File: src/rtl/sync_fifo_pkg.sv
// sync_fifo_pkg: default geometry shared by the FIFO and its integrators
package sync_fifo_pkg;
  localparam int DEF_WIDTH = 8;
  localparam int DEF_DEPTH = 16;
endpackage

File: src/rtl/fifo_storage.sv
// fifo_storage: register array with synchronous write and asynchronous read
module fifo_storage #(
  parameter int WIDTH = 8,
  parameter int DEPTH = 16
) (
  input  logic                     clock,
  input  logic                     wr_en,
  input  logic [$clog2(DEPTH)-1:0] wr_addr,
  input  logic [WIDTH-1:0]         wr_data,
  input  logic [$clog2(DEPTH)-1:0] rd_addr,
  output logic [WIDTH-1:0]         rd_data
);
  logic [WIDTH-1:0] mem [DEPTH];
  always_ff @(posedge clock) begin
    if (wr_en) mem[wr_addr] <= wr_data;
  end
  assign rd_data = mem[rd_addr];
endmodule

File: src/rtl/sync_fifo.sv
// sync_fifo: first-word fall-through FIFO with status flags and sticky overflow
module sync_fifo
  import sync_fifo_pkg::*;
#(
  parameter int WIDTH    = DEF_WIDTH,
  parameter int DEPTH    = DEF_DEPTH,
  parameter int AF_LEVEL = DEPTH - 2
) (
  input  logic                       clock,
  input  logic                       reset,
  input  logic                       flush,
  input  logic [WIDTH-1:0]           in_data,
  input  logic                       in_valid,
  output logic                       in_ready,
  output logic [WIDTH-1:0]           out_data,
  output logic                       out_valid,
  input  logic                       out_ready,
  output logic [$clog2(DEPTH+1)-1:0] count,
  output logic                       full,
  output logic                       empty,
  output logic                       almost_full,
  output logic                       overflow
);
  localparam int AW = $clog2(DEPTH);
  localparam int CW = $clog2(DEPTH + 1);
  logic [AW-1:0] wr_ptr, rd_ptr;
  logic [WIDTH-1:0] rd_data;
  logic push, pop, wr_en;
  fifo_storage #(WIDTH, DEPTH) u_storage (
    .clock   (clock),
    .wr_en   (wr_en),
    .wr_addr (wr_ptr),
    .wr_data (in_data),
    .rd_addr (rd_ptr),
    .rd_data (rd_data)
  );
  always_comb begin
    full        = count == CW'(DEPTH);
    empty       = count == '0;
    almost_full = count >= CW'(AF_LEVEL);
    in_ready    = ~full;
    out_valid   = ~empty;
    push        = in_valid & in_ready;
    pop         = out_valid & out_ready;
    wr_en       = push & ~flush & ~reset;
    out_data    = empty ? '0 : rd_data;
  end
  // flush outranks push/pop but leaves the storage array alone
  always_ff @(posedge clock or posedge reset) begin
    if (reset) begin
      wr_ptr   <= '0;
      rd_ptr   <= '0;
      count    <= '0;
      overflow <= 1'b0;
    end else if (flush) begin
      wr_ptr   <= '0;
      rd_ptr   <= '0;
      count    <= '0;
      overflow <= 1'b0;
    end else begin
      if (push) wr_ptr <= wr_ptr + 1'b1;
      if (pop) rd_ptr <= rd_ptr + 1'b1;
      count <= count + CW'(push) - CW'(pop);
      if (in_valid & full) overflow <= 1'b1;
    end
  end
endmodule

File: config.mk
export PLATFORM = sky130hd
export DESIGN_NAME = sync_fifo
export DESIGN_NICKNAME = d
export VERILOG_FILES = /design/src/rtl/sync_fifo_pkg.sv /design/src/rtl/fifo_storage.sv /design/src/rtl/sync_fifo.sv
export SDC_FILE = /design/constraint.sdc
export NUM_CORES = 1
export LEC_CHECK = 0
export ABC_AREA = 1
export CAP_MARGIN = 20
export CORE_MARGIN = 2
export CORE_UTILIZATION = 40
export CTS_CLUSTER_DIAMETER = 60
export DETAILED_ROUTE_END_ITERATION = 6
export PLACE_DENSITY = 0.62
export SYNTH_ARGS = -nofsm -noshare
export SYNTH_HDL_FRONTEND = slang
export SYNTH_HIERARCHICAL = 1
export SYNTH_SLANG_ARGS = --single-unit
File: constraint.sdc
create_clock -name clock -period 3.9 [get_ports clock]
set_input_delay 0.39 -clock clock [delete_from_list [all_inputs] [get_ports clock]]
set_output_delay 0.39 -clock clock [all_outputs]
set_load 0.05 [all_outputs]
==> results of run 1 <==
## sequential cells by signal, indices dropped and copies added (netlist names)
register	flops
overflow	1
count	5
rd_ptr	4
u_storage/mem	128
wr_ptr	4
## Yosys cell counts
cell type and number:
inv_1 127, nand2_2 2, o21ai_0 1, nor2_4 1, nor3_1 1, buf_2 14, xor2_1 1, buf_1 1
clkbuf_1 1, nand3_4 1, nand4_1 4, nor3b_1 2, nand2_1 209, nor2_1 29, dfrtp_1 14, buf_6 6
nand2_4 2, inv_2 3, buf_4 5, nand3b_1 4, fa_1 1, nand3_1 108, edfxtp_1 128, ha_1 11
a21oi_1 5, nand3_2 1
## layout by cell type, fill, tap and decap left out, types with 4 or more instances in the layout
cell	instances
clkdlybuf4s50_1	31
nand2_1	209
a21oi_1	5
edfxtp_1	128
nand3_1	108
nor2_1	29
clkbuf_16	17
ha_1	11
dfrtp_1	13
inv_1	127
nand3b_1	4
clkinv_1	5
nand4_1	4
## per-layer routing
| metal | vias up | GRT usage [%] | share of wire [%] |
|---|---|---|---|
| met5 | - | 0 | 0 |
| met4 | 0 | 6.99 | 1.9 |
| met3 | 22 | 4.48 | 7.0 |
| met2 | 156 | 27.0 | 45 |
| met1 | 2214 | 24.9 | 46 |
| li1 | 2232 | - | - |
## kinds of logic after synthesis
family	Yosys count	share of synthesized area [%]
simple gates	364	23.8
buf+inv	157	10.1
flops	142	63.1
fa+ha+maj	12	2.37
compound gates	6	0.452
xor+xnor	1	0.132
## worst paths after layout
check,depth (start not counted),endpoint,slack [ns],from
min in group clock,2,overflow$_DFFE_PP0P_,0.52,overflow$_DFFE_PP0P_
setup reg to reg,13,count[4]$_DFF_PP0_,1.03,count[3]$_DFF_PP0_
max in group asynchronous,2,rd_ptr[0]$_DFFE_PP0P_,3.10,reset
setup / recovery,11,out_data[6],0.50,rd_ptr[0]$_DFFE_PP0P_
hold reg to reg,2,overflow$_DFFE_PP0P_,0.52,overflow$_DFFE_PP0P_
hold / removal,2,count[0]$_DFF_PP0_,0.39,reset
## final cells by class
| cell class | count | area [um^2] | share of cell area (%) |
|---|---|---|---|
| flip-flops and latches | 142 | 4200 | 55.6 |
| multi-input cells | 383 | 1780 | 23.6 |
| inverters | 130 | 488 | 6.46 |
| clock buffers | 19 | 433 | 5.73 |
| repair buffers | 35 | 353 | 4.67 |
| well taps | 220 | 275 | 3.64 |
| clock inverters | 7 | 28.8 | 0.381 |
## through the flow
| step | util, % | instances | worst slack (ns) |
|---|---|---|---|
| floorplan | - | 682 | 1.09 |
| global placement | 43.2 | 910 | 1.00 |
| detailed placement | 43.2 | 910 | 0.952 |
| CTS | 46.0 | 936 | 0.512 |
| global route | 46.0 | 936 | 0.330 |
| finish | 46.0 | 936 | 0.497 |
## report_power, final
part	total, mW	switching [mW]	internal [mW]
registers	1.77	0.0610	1.71
logic	1.72	1.19	0.531
clock network	1.32	0.542	0.774
==> flow_summary.toml, run 1 <==
[placed_design]
dp_hpwl_um = 9180
port_buffers = 31
dpl_cell_area_um2 = 7090
finalWeightedCongestion = 0.816

[floorplan]
die_h_um = 133
fp.dieW_um = 133
rows = 47
ioPinCount = 32
coreArea_um2 = 16400
start_util_pct = 40.5
die-area_um2 = 17700

[clocking]
cts_resized = 0
cts_tree = "built"
postCtsHoldBufs = 0
htree_levels = 4
cts_made_buffers = 17
post_cts_buffers = 0
clockBufferDepth = 2
cts-root-buf = "clkbuf_16"
clk_latency_ns = 0.42
clk_pin_slew_ns = 0.05
clkSinkCount = 142

[route]
vias_per_cell = 4.94
dr.pass1.iters = 7
drt_wl_total_um = 15000
vias = 4624
wl_per_cell_um = 16.0
drc = 0
drt_iter0_markers = 485
ant_nets = 0

[sta]
skew_ns = 0.00996
fmaxAchievable_mhz = 294
finalSetupViolCount = 0
hold_viol = 0
rsz0062_at_grt = "no"
slew_violations = 0
fin_hold_ws_ns = 0.385
layout_min_cycle_time_ns = 3.40
max_slew_margin_pct = 38.1
worstMarginPinSlew_ns = 0.925
setup_tns_ns = 0
period_share_pct = 87.3

[global_routing]
grt_pass1_wl_um = 23800
antenna_found_initial = 0
grt_max_degree = 70
grt_overflow = 0
grt_pass1_vias = 4348
track_usage_pct = 17.9

[worst_setup_path]
crit_slowest_cell = "clkdlybuf4s50_1"
endpoint_kind = "output port"
crit_type = "reg -> out"
cp_num_buf_inv = 4
path_delay_family = "buffers and inverters"
crit_top_cell = "nand2_1"
crit_path_start_kind = "register"
cpPeakStageDelay_ns = 0.79
cp_max_fo = 33
crit_chain = "inv_2 > buf_12 > nand2_1 > nand2_1 > nand2_1 > nand3_1 > nand3_1 > nand2_1 > nand2_1 > inv_1 > clkdlybuf4s50_1"
crit_required_ns = 3.51
arrival_ns = 3.01

[layout]
areaGrowthSynthToFinish_pct = 13.7
n_fill_cell = 1491
nets = 734
drive_gt1_share_pct = 4.75
n_antenna_cell = 0
post-route-cell-area_um2 = 7550

[logic_synthesis]
yosys_register_bits = 142
syn_inst = 682
synth.cell_area_um2 = 6640
synth_area_leaders = "edfxtp_1, nand2_1, nand3_1, inv_1, dfrtp_1"
synth_nets = 707
yosysTopAreaCell = "edfxtp_1"
yosys_warnings = 6
syn-mean-instance-area_um2 = 9.74
synth_top_area_share_pct = 57.9
ys_types = 26
yosysSeqAreaShare_pct = 63.1

[status]
status = "finished, final reports clean"

[power_and_ir_drop]
p_leak_nw = 3.29
p_per_area_nw_per_um2 = 637
irDropWorstVdd_uv = 771
power.total_mw = 4.81

[job]
cap_violations = 0

[hold_path]
holdCritPathClass = "in -> async"
No activity file was read; power rests on OpenSTA's default activity.
==> run 2: changes to the inputs <==
--- a/config.mk
+++ b/config.mk
@@ -16,3 +16,4 @@
 export SYNTH_HDL_FRONTEND = slang
 export SYNTH_HIERARCHICAL = 1
 export SYNTH_SLANG_ARGS = --single-unit
+export TNS_END_PERCENT = 20
==> results of run 2 <==
The final DEF is identical to that of run 1; final timing and power are the same.
